**config.mk**
```make
export PLATFORM = sky130hd
export DESIGN_NAME = mem_arbiter_flat
export DESIGN_NICKNAME = d
export VERILOG_FILES = /design/src/rtl/mem_arb_pkg.sv /design/src/rtl/mem_arbiter_if.sv /design/src/rtl/mem_arbiter_wbuf.sv /design/src/rtl/mem_arbiter.sv /design/src/flat_wrapper.sv
export SDC_FILE = /design/constraint.sdc
export NUM_CORES = 1
export LEC_CHECK = 0
export CAP_MARGIN = 20
export CORE_UTILIZATION = 53
export CTS_BUF_LIST = sky130_fd_sc_hd__clkbuf_16
export CTS_CLUSTER_SIZE = 28
export DETAILED_ROUTE_END_ITERATION = 12
export PLACE_DENSITY_LB_ADDON = 0.12
export SETUP_SLACK_MARGIN = 0.05
export SYNTH_ARGS = -nofsm -noshare
export SYNTH_HDL_FRONTEND = slang
export SYNTH_SLANG_ARGS = --single-unit
```
**constraint.sdc**
```tcl
create_clock -name clk -period 6.55 [get_ports clk]
set_input_delay 1.31 -clock clk [delete_from_list [all_inputs] [get_ports clk]]
set_output_delay 1.31 -clock clk [all_outputs]
set_load 0.01 [all_outputs]
```
**src/rtl/mem_arb_pkg.sv**
```systemverilog
// Shared types and default constants for the memory arbiter slice.
package mem_arb_pkg;

    localparam int DEF_ADDR_W     = 32;
    localparam int DEF_DATA_W     = 32;
    localparam int DEF_WBUF_DEPTH = 4;
    localparam int DEF_STARVE_MAX = 4;

    // Arbiter FSM states; the encoding is also what the debug state port shows.
    typedef enum logic [1:0] {
        IDLE = 2'd0,
        BUSY = 2'd1,
        RESP = 2'd2
    } state_e;

    // Who owns the single outstanding bus transaction.
    typedef enum logic [1:0] {
        SRC_INST  = 2'd0,
        SRC_DREAD = 2'd1,
        SRC_WRITE = 2'd2
    } src_e;

endpackage

```
**src/rtl/mem_arbiter_if.sv**
```systemverilog
// External memory bus between the arbiter (master) and the memory (slave).
//
// Handshake: the master raises o_bus_req together with a stable o_bus_addr,
// o_bus_we and o_bus_wdata, and holds all of them unchanged until it samples
// i_bus_ack high on a rising edge. That edge completes the transfer; for reads
// i_bus_rdata is valid in the same cycle as i_bus_ack. Only one transfer is
// ever outstanding, and i_bus_ack seen without a pending request is ignored.
interface mem_arbiter_if
    import mem_arb_pkg::*;
#(
    parameter int ADDR_W = DEF_ADDR_W,
    parameter int DATA_W = DEF_DATA_W
);
    logic              o_bus_req;
    logic              o_bus_we;
    logic [ADDR_W-1:0] o_bus_addr;
    logic [DATA_W-1:0] o_bus_wdata;
    logic              i_bus_ack;
    logic [DATA_W-1:0] i_bus_rdata;

    modport master (
        output o_bus_req,
        output o_bus_we,
        output o_bus_addr,
        output o_bus_wdata,
        input  i_bus_ack,
        input  i_bus_rdata
    );

    modport slave (
        input  o_bus_req,
        input  o_bus_we,
        input  o_bus_addr,
        input  o_bus_wdata,
        output i_bus_ack,
        output i_bus_rdata
    );
endinterface

```
**src/rtl/mem_arbiter_wbuf.sv**
```systemverilog
// Posted write buffer: synchronous FIFO, pointers carry an extra wrap bit so
// full and empty are told apart without a separate counter.
module mem_arbiter_wbuf
    import mem_arb_pkg::*;
#(
    parameter int WIDTH = DEF_ADDR_W + DEF_DATA_W,
    parameter int DEPTH = DEF_WBUF_DEPTH
) (
    input  logic             clk,
    input  logic             rst,
    input  logic             push,
    input  logic [WIDTH-1:0] push_data,
    input  logic             pop,
    output logic [WIDTH-1:0] head,
    output logic             full,
    output logic             empty
);
    localparam int PW = $clog2(DEPTH);

    logic [WIDTH-1:0] mem [DEPTH];
    logic [PW:0]      wr_ptr;
    logic [PW:0]      rd_ptr;
    logic             do_push;
    logic             do_pop;

    // A push into a full buffer is dropped; the caller stalls the core instead.
    assign do_push = push && !full;
    assign do_pop  = pop && !empty;
    assign empty   = (wr_ptr == rd_ptr);
    assign full    = (wr_ptr[PW] != rd_ptr[PW]) && (wr_ptr[PW-1:0] == rd_ptr[PW-1:0]);
    assign head    = mem[rd_ptr[PW-1:0]];

    // Advance read/write pointers on accepted push and pop.
    always_ff @(posedge clk or posedge rst) begin
        if (rst) begin
            wr_ptr <= '0;
            rd_ptr <= '0;
        end else begin
            if (do_push) wr_ptr <= wr_ptr + (PW+1)'(1);
            if (do_pop)  rd_ptr <= rd_ptr + (PW+1)'(1);
        end
    end

    // Entry storage; contents are only meaningful between the pointers.
    always_ff @(posedge clk) begin
        if (do_push) mem[wr_ptr[PW-1:0]] <= push_data;
    end
endmodule

```
**src/rtl/mem_arbiter.sv**
```systemverilog
// Merges instruction refills, data refills and buffered stores onto one
// single-outstanding external bus. Stores are posted into a write buffer so
// the core only stalls when that buffer is full.
module mem_arbiter
    import mem_arb_pkg::*;
#(
    parameter int ADDR_W     = DEF_ADDR_W,
    parameter int DATA_W     = DEF_DATA_W,
    parameter int WBUF_DEPTH = DEF_WBUF_DEPTH,
    parameter int STARVE_MAX = DEF_STARVE_MAX
) (
    input  logic              clk,
    input  logic              rst,
    input  logic [ADDR_W-1:0] i_iaddr,
    input  logic              i_iread_en,
    output logic [DATA_W-1:0] o_inst,
    output logic              o_iread_vd,
    input  logic [ADDR_W-1:0] i_memaddr,
    input  logic              i_read_en,
    output logic [DATA_W-1:0] o_read_data,
    output logic              o_read_vd,
    input  logic              i_write_en,
    input  logic [DATA_W-1:0] i_write_data,
    output logic              o_stall,
    output logic [1:0]        o_state,
    mem_arbiter_if.master     bus
);
    localparam logic [1:0] ST_IDLE = IDLE;
    localparam logic [1:0] ST_BUSY = BUSY;
    localparam logic [1:0] ST_RESP = RESP;

    localparam int            CW         = $clog2(STARVE_MAX + 1);
    localparam logic [CW-1:0] STARVE_TOP = CW'(STARVE_MAX);

    logic [1:0]               state;
    src_e                     src;
    logic [CW-1:0]            starve_cnt;

    logic                     wb_full;
    logic                     wb_empty;
    logic                     wb_pop;
    logic [ADDR_W+DATA_W-1:0] wb_head;
    logic [ADDR_W-1:0]        head_addr;
    logic [DATA_W-1:0]        head_data;

    logic                     grant;
    src_e                     grant_src;
    logic                     bus_done;

    assign head_addr = wb_head[ADDR_W+DATA_W-1:DATA_W];
    assign head_data = wb_head[DATA_W-1:0];
    assign o_stall   = i_write_en && wb_full;
    assign o_state   = state;
    assign bus_done  = (state == ST_BUSY) && bus.i_bus_ack;
    assign wb_pop    = bus_done && (src == SRC_WRITE);

    mem_arbiter_wbuf #(
        .WIDTH (ADDR_W + DATA_W),
        .DEPTH (WBUF_DEPTH)
    ) u_wbuf (
        .clk       (clk),
        .rst       (rst),
        .push      (i_write_en),
        .push_data ({i_memaddr, i_write_data}),
        .pop       (wb_pop),
        .head      (wb_head),
        .full      (wb_full),
        .empty     (wb_empty)
    );

    // Pick the next bus owner while idle; data reads wait behind buffered
    // writes, instruction refills may bypass them.
    always_comb begin
        grant     = 1'b0;
        grant_src = SRC_INST;
        if (state == ST_IDLE) begin
            if (i_iread_en && (starve_cnt == STARVE_TOP)) begin
                grant     = 1'b1;
                grant_src = SRC_INST;
            end else if (!wb_empty) begin
                grant     = 1'b1;
                grant_src = SRC_WRITE;
            end else if (i_read_en) begin
                grant     = 1'b1;
                grant_src = SRC_DREAD;
            end else if (i_iread_en) begin
                grant     = 1'b1;
                grant_src = SRC_INST;
            end
        end
    end

    // Arbiter FSM and registered bus request.
    always_ff @(posedge clk or posedge rst) begin
        if (rst) begin
            state           <= ST_IDLE;
            src             <= SRC_INST;
            bus.o_bus_req   <= 1'b0;
            bus.o_bus_we    <= 1'b0;
            bus.o_bus_addr  <= '0;
            bus.o_bus_wdata <= '0;
        end else begin
            case (state)
                ST_IDLE: begin
                    if (grant) begin
                        state         <= ST_BUSY;
                        src           <= grant_src;
                        bus.o_bus_req <= 1'b1;
                        bus.o_bus_we  <= (grant_src == SRC_WRITE);
                        case (grant_src)
                            SRC_WRITE: begin
                                bus.o_bus_addr  <= head_addr;
                                bus.o_bus_wdata <= head_data;
                            end
                            SRC_DREAD: begin
                                bus.o_bus_addr  <= i_memaddr;
                                bus.o_bus_wdata <= '0;
                            end
                            default: begin
                                bus.o_bus_addr  <= i_iaddr;
                                bus.o_bus_wdata <= '0;
                            end
                        endcase
                    end
                end
                ST_BUSY: begin
                    if (bus.i_bus_ack) begin
                        bus.o_bus_req <= 1'b0;
                        bus.o_bus_we  <= 1'b0;
                        state         <= (src == SRC_WRITE) ? ST_IDLE : ST_RESP;
                    end
                end
                // One dead cycle lets the cache fill so its level request drops.
                ST_RESP: state <= ST_IDLE;
                default: state <= ST_IDLE;
            endcase
        end
    end

    // Capture read data and produce the one-cycle done pulses.
    always_ff @(posedge clk or posedge rst) begin
        if (rst) begin
            o_inst      <= '0;
            o_read_data <= '0;
            o_iread_vd  <= 1'b0;
            o_read_vd   <= 1'b0;
        end else begin
            o_iread_vd <= 1'b0;
            o_read_vd  <= 1'b0;
            if (bus_done && (src == SRC_INST)) begin
                o_inst     <= bus.i_bus_rdata;
                o_iread_vd <= 1'b1;
            end
            if (bus_done && (src == SRC_DREAD)) begin
                o_read_data <= bus.i_bus_rdata;
                o_read_vd   <= 1'b1;
            end
        end
    end

    // Count non-instruction grants while an instruction refill is waiting.
    always_ff @(posedge clk or posedge rst) begin
        if (rst) begin
            starve_cnt <= '0;
        end else if (!i_iread_en) begin
            starve_cnt <= '0;
        end else if (grant) begin
            if (grant_src == SRC_INST)
                starve_cnt <= '0;
            else if (starve_cnt != STARVE_TOP)
                starve_cnt <= starve_cnt + CW'(1);
        end
    end
endmodule

```
**src/flat_wrapper.sv**
```systemverilog
// flat-port wrapper written by rule: the top's interface ports become plain ports
module mem_arbiter_flat import mem_arb_pkg::*;
#(
    parameter int ADDR_W     = DEF_ADDR_W,
    parameter int DATA_W     = DEF_DATA_W,
    parameter int WBUF_DEPTH = DEF_WBUF_DEPTH,
    parameter int STARVE_MAX = DEF_STARVE_MAX
)
  (clk, rst, i_iaddr, i_iread_en, o_inst, o_iread_vd, i_memaddr, i_read_en, o_read_data, o_read_vd, i_write_en, i_write_data, o_stall, o_state, bus_o_bus_req, bus_o_bus_we, bus_o_bus_addr, bus_o_bus_wdata, bus_i_bus_ack, bus_i_bus_rdata);
  mem_arbiter_if #(.ADDR_W(ADDR_W), .DATA_W(DATA_W)) bus_i ();
  input  logic clk;
  input  logic rst;
  input  logic [ADDR_W-1:0] i_iaddr;
  input  logic i_iread_en;
  output logic [DATA_W-1:0] o_inst;
  output logic o_iread_vd;
  input  logic [ADDR_W-1:0] i_memaddr;
  input  logic i_read_en;
  output logic [DATA_W-1:0] o_read_data;
  output logic o_read_vd;
  input  logic i_write_en;
  input  logic [DATA_W-1:0] i_write_data;
  output logic o_stall;
  output logic [1:0] o_state;
  output wire logic [$bits(bus_i.o_bus_req)-1:0] bus_o_bus_req;
  output wire logic [$bits(bus_i.o_bus_we)-1:0] bus_o_bus_we;
  output wire logic [$bits(bus_i.o_bus_addr)-1:0] bus_o_bus_addr;
  output wire logic [$bits(bus_i.o_bus_wdata)-1:0] bus_o_bus_wdata;
  input wire logic [$bits(bus_i.i_bus_ack)-1:0] bus_i_bus_ack;
  input wire logic [$bits(bus_i.i_bus_rdata)-1:0] bus_i_bus_rdata;
  assign bus_o_bus_req = bus_i.o_bus_req;
  assign bus_o_bus_we = bus_i.o_bus_we;
  assign bus_o_bus_addr = bus_i.o_bus_addr;
  assign bus_o_bus_wdata = bus_i.o_bus_wdata;
  assign bus_i.i_bus_ack = bus_i_bus_ack;
  assign bus_i.i_bus_rdata = bus_i_bus_rdata;
  mem_arbiter #(.ADDR_W(ADDR_W), .DATA_W(DATA_W), .WBUF_DEPTH(WBUF_DEPTH), .STARVE_MAX(STARVE_MAX)) u_core (.clk(clk), .rst(rst), .i_iaddr(i_iaddr), .i_iread_en(i_iread_en), .o_inst(o_inst), .o_iread_vd(o_iread_vd), .i_memaddr(i_memaddr), .i_read_en(i_read_en), .o_read_data(o_read_data), .o_read_vd(o_read_vd), .i_write_en(i_write_en), .i_write_data(i_write_data), .o_stall(o_stall), .o_state(o_state), .bus(bus_i));
endmodule
```
Word-level counts from Yosys, hierarchy flattened --
Memory sizes are Yosys's and may differ from the RTL's. Cells that the tools add are included. W data, S select, Z words.
Operators by class: reductions and logical operators 19, muxes and demuxes 28, eq/ne operators 14, add/subtract/negate cells 3
Operators by type and width (count):
- $pmux W32 S2 | 1
- $mux W32 | 1
- $mux W1 | 13
- $mux W2 | 6
- $mux W3 | 4
- $add A3 B1 Y3 const B | 3
- $logic_and A1 B1 Y1 | 9
- $eq A2 B1 Y1 const B | 3
- $logic_not A2 Y1 | 3
- $reduce_and A2 Y1 | 3
- $eq A2 B2 Y1 const B | 2
- $ne A2 B1 Y1 const B | 2
- $pmux W1 S2 | 2
- $pmux W2 S2 | 1
- $eq A3 B3 Y1 | 1
- $eq A3 B3 Y1 const B | 1
- $ne A3 B1 Y1 const B | 1
- $ne A3 B3 Y1 const B | 1
- $reduce_and A3 Y1 | 1
- $eq A2 B2 Y1 | 1
- $logic_not A1 Y1 | 2
- $ne A2 B2 Y1 const B | 1
- $reduce_bool A2 Y1 | 1
- $ne A1 B1 Y1 | 1
Word-level totals: logic and storage cells 78, bits of input ports 134, output and inout bits 135, bits in registers 145, bits in writable memories 256, memories kept 1
Memory list:
- u_core.u_wbuf.mem | depth 4, bits a word 64, rd ports 1, clocked after Yosys merged registers in 0, wr ports 1, line mem_arbiter_wbuf.sv:20 | logic [WIDTH-1:0] mem [DEPTH];

Logic depth before layout (Yosys ltp) --
word-level depth 8, gate-level depth with buffers 12, depth with buffers taken out 10

Hierarchy --
From an unflattened synthesis, not the netlist that was laid out.
Unflattened totals: cells, all modules 907, area total of the unflattened synthesis 15974.1 µm²
Modules (own cells, without submodules):
- mem_arbiter_wbuf | area each 9776.9 µm², cells an instance 385, sequential area each 7837.5 µm², instances 1
- mem_arbiter | area each 6197.2 µm², cells an instance 522, sequential area each 3478.3 µm², instances 1

Least setup slack after synthesis --
OpenSTA, ideal clock, no wires.
kind input to register, start point input i_write_en, end point memory u_core.u_wbuf.mem[3][0] (netlist name), enable pin, library setup time 430 ps, stages on the path 3, data required time 6120 ps, slack 2846 ps, buffers on the path 0, arrival time 3274 ps, cells stage by stage inv_1 > a31oi_1 > and2_1
Between the ends: word-level cells in the longest chain between the ends 3
Ends and longest elaborated chain:
- from (decl) | line flat_wrapper.sv:21 | input logic i_write_en;
- $logic_and A1 B1 Y1 | line mem_arbiter_wbuf.sv:27 | assign do_push = push && !full;
- $mux W1 | line mem_arbiter_wbuf.sv:46 | if (do_push) mem[wr_ptr[PW-1:0]] <= push_data;
- $mux W1 (not written as such) | line mem_arbiter_wbuf.sv:46
- to (decl) | line mem_arbiter_wbuf.sv:20
No other way between the ends.

Worst setup path in the final report --
start point register u_core.u_wbuf.rd_ptr[0], end point output o_stall
Between the ends: word-level cells in the longest chain between the ends 3
Ends and longest elaborated chain:
- from (decl) | line mem_arbiter_wbuf.sv:22 | logic [PW:0] rd_ptr;
- from (signal assigned) | line mem_arbiter_wbuf.sv:40 | if (do_pop) rd_ptr <= rd_ptr + (PW+1)'(1);
- $eq A2 B2 Y1 | line mem_arbiter_wbuf.sv:30 | assign full = (wr_ptr[PW] != rd_ptr[PW]) && (wr_ptr[PW-1:0] == rd_ptr[PW-1:0]);
- $logic_and A1 B1 Y1 | line mem_arbiter_wbuf.sv:30
- $logic_and A1 B1 Y1 | line mem_arbiter.sv:52 | assign o_stall = i_write_en && wb_full;
- to (decl) | line flat_wrapper.sv:23 | output logic o_stall;
No other way between the ends.

==> impl_metrics.yaml <==
detailed_routing:
  drtPass1Iterations: 5
  ant_nets: 0
  vias_per_cell: 5.46
  initialDrtViolationCount: 558
  routedWlPerCell_um: 20.5
  wl_um: 33400
  num_vias: 8904
  drc: 0
synthesis:
  synth.largest_area_cell: "edfxtp_1"
  syn_nets: 1094
  syn-cell-area_mm2: 0.0156
  synth_top_area_frac: 0.493
  postSynth.asyncResetShare: 0.362
  synth_warnings: 0
  synth_enable_flop_cells: 256
  yosysUniqueCellTypes: 36
  synth_commonest_cells: "256 x edfxtp_1, 145 x dfrtp_1, 106 x nand2_1"
  syn_area_per_cell_um2: 16.4
  ys.flop_type: "edfxtp_1"
  syn-instance-count: 950
  synth_seq_cells: 401
  synthTopCellsByArea: "edfxtp_1 49%, dfrtp_1 23%, mux2_2 4.7%, mux4_2 4.6%, mux2i_1 4.1%"
  seq_area_frac_synth: 0.725
  yosysMostFrequentCell: "edfxtp_1"
flow_run:
  maxCapViolCount: 0
global_route:
  grt_antenna_before_repair: 2
  grt_first_pass_wirelength_um: 52300
  grt_max_degree: 87
  overflow: 0
  grt_use_total: 0.227
  first_global_vias: 9145
cts:
  cts_buffer_depth: 3
  cts_tree: "done"
  cts_resized: 0
  cts_setup_buffers: 0
  clk_pin_slew_ns: 0.06
  htree_levels: 2
  cts-root-buf: "clkbuf_16"
  hold_buffers: 0
  numCtsBuffers: 40
  clk_latency_ns: 0.53
  cts.sinks: 401
placed_design:
  io_buffers: 268
  hpwlAfterDp_um: 19600
  gp_congestion: 0.758
  placed_area_mm2: 0.0186
floorplanning:
  start_util: 0.541
  dieArea_mm2: 0.0301
  core-area_mm2: 0.0289
  ios: 269
  core.rowCount: 62
  dieWidth_um: 174
  die_h_um: 174
pwr:
  power_density_mw_per_mm2: 480
  p_comb_frac: 0.364
  swShare: 0.323
  ir_drop_uv: 279
  clkPwrFrac: 0.224
  intPower_mw: 6.46
  leakage_nw: 7.49
  seqPwrFrac: 0.412
  switching_power_mw: 3.08
final_layout:
  fillers: 2009
  num-nets-final: 1360
  drive_above_1_share: 0.139
  syn_to_final_growth_pct: 27.3
  stdcell_area_mm2: 0.0199
setup_path:
  critPathMaxFanout: 47
  worstSetupPathType: "register to primary output"
  setup.worst_path.end_class: "primary output"
  required_ns: 5.24
  startpoint_type: "register"
  worstPathArrival_ns: 2.58
timing:
  finalCritPeriodShare: 0.594
  slew-limit-headroom: 0.293
  finalSetupViolCount: 0
  max_freq_mhz: 257
  worst-slew-pin-transition_ns: 1.06
  slew_violations: 0
  hold_viol: 0
  period_minus_slack_ns: 3.89
  finClkSkew_ns: 0.0240
  fin_tns_setup_ns: 0
  rsz0062_at_grt: "no"
hold_path:
  hold_class: "register to register"
run_status:
  status: "finished clean"
==> placed cells by master (no fill, tap or decap), types with 2 or more instances in the layout <==
master and instances:
nand2b_1 4, nor2_1 3, xnor2_1 3, buf_4 11, a211oi_1 32, and3b_1 2
nand3_1 2, bufinv_16 3, and2_4 4, o31ai_1 32, and3_1 2, mux4_2 32
mux2_2 65, clkinv_1 8, clkinv_2 8, o21ai_1 8, dfrtp_1 143, inv_2 2
nand2_1 106, o21ai_0 29, nor3_1 3, a21oi_1 2, clkdlybuf4s50_1 268, mux2i_1 64
xor2_1 6, ha_1 9, nor2b_1 35, clkbuf_16 41, o22ai_1 32, inv_1 19
edfxtp_1 256
==> cells by family after synthesis <==
logic type,synth area share
mux,0.134
compound gates,0.0594
buf+inv,0.0188
flops,0.725
fa+ha+maj,0.00802
xor+xnor,0.00505
simple gates,0.0491
==> worst paths after layout <==
kind                            cells past startpoint                   endpoint                      start  slack, ns
worst max-delay path                                4                    o_stall    u_core.u_wbuf.rd_ptr[0]       2.66
worst min-delay path                                2  u_core.bus.o_bus_addr[29]  u_core.bus.o_bus_addr[29]       0.47
worst max register to register                     10  u_core.bus.o_bus_addr[18]    u_core.u_wbuf.rd_ptr[0]       3.11
worst min register to register                      2  u_core.bus.o_bus_addr[29]  u_core.bus.o_bus_addr[29]       0.47
max in group asynchronous                           3  u_core.bus.o_bus_addr[17]                        rst       3.86
min in group asynchronous                           2           u_core.o_inst[4]                        rst       1.33
==> per-stage QoR <==
step           std cells  total power [mW]   util  setup WS [ns]  hold slack [ns]
3_3_place_gp        1558              7.39  0.645           2.77            0.459
4_1_cts             1630              9.64  0.688           2.59            0.478
5_1_grt             1631              10.1  0.688           2.50            0.492
6_report            1631              9.53  0.688           2.66            0.472
3_5_place_dp        1558              7.49  0.645           2.74            0.465
2_1_floorplan        950              6.04      -           1.35            0.460
==> routing by layer <==
metal / track usage / wire length (um)
met1: 0.307 / 14100
met2: 0.377 / 16400
met3: 0.0428 / 2170
met4: 0.0667 / 685
met5: 0 / 17
==> cell type report <==
type / instances / area, um^2 / share of cell area
Inverter: 10 / 42.5 / 0.00214
Sequential cell: 401 / 11300 / 0.570
Antenna cell: 1 / 2.50 / 0.000126
Multi-Input combinational cell: 484 / 4010 / 0.202
Timing Repair Buffer: 279 / 2770 / 0.139
Clock inverter: 31 / 205 / 0.0103
Clock buffer: 41 / 1030 / 0.0517
Tap cell: 384 / 480 / 0.0242
==> state kept, by name, indices dropped and copies added, names as in the netlist <==
signal	count
u_core.bus.o_bus_addr	32
u_core.bus.o_bus_req	1
u_core.bus.o_bus_wdata	32
u_core.bus.o_bus_we	1
u_core.o_inst	32
u_core.o_iread_vd	1
u_core.o_read_data	32
u_core.o_read_vd	1
u_core.o_state	2
u_core.src	2
u_core.starve_cnt	3
u_core.u_wbuf.mem	256
u_core.u_wbuf.rd_ptr	3
u_core.u_wbuf.wr_ptr	3
==> critical path: stages (launching register included) <==
cell	delay (ns)
dfrtp_4	1.03
xnor2_1	0.22
nand3_1	0.12
nor2_1	0.11
clkdlybuf4s50_1	0.54
==> power groups by stage <==
stage                     Combinational, mW  Clock (mW)  Sequential (mW)
final                                  3.47        2.14             3.92
after CTS                              3.52        2.18             3.94
after floorplan                        2.05           0             3.99
after detailed placement               3.51           0             3.98
after global routing                   3.78        2.28             4.02
after global placement                 3.44           0             3.95
No activity file was read; power rests on OpenSTA's default activity.
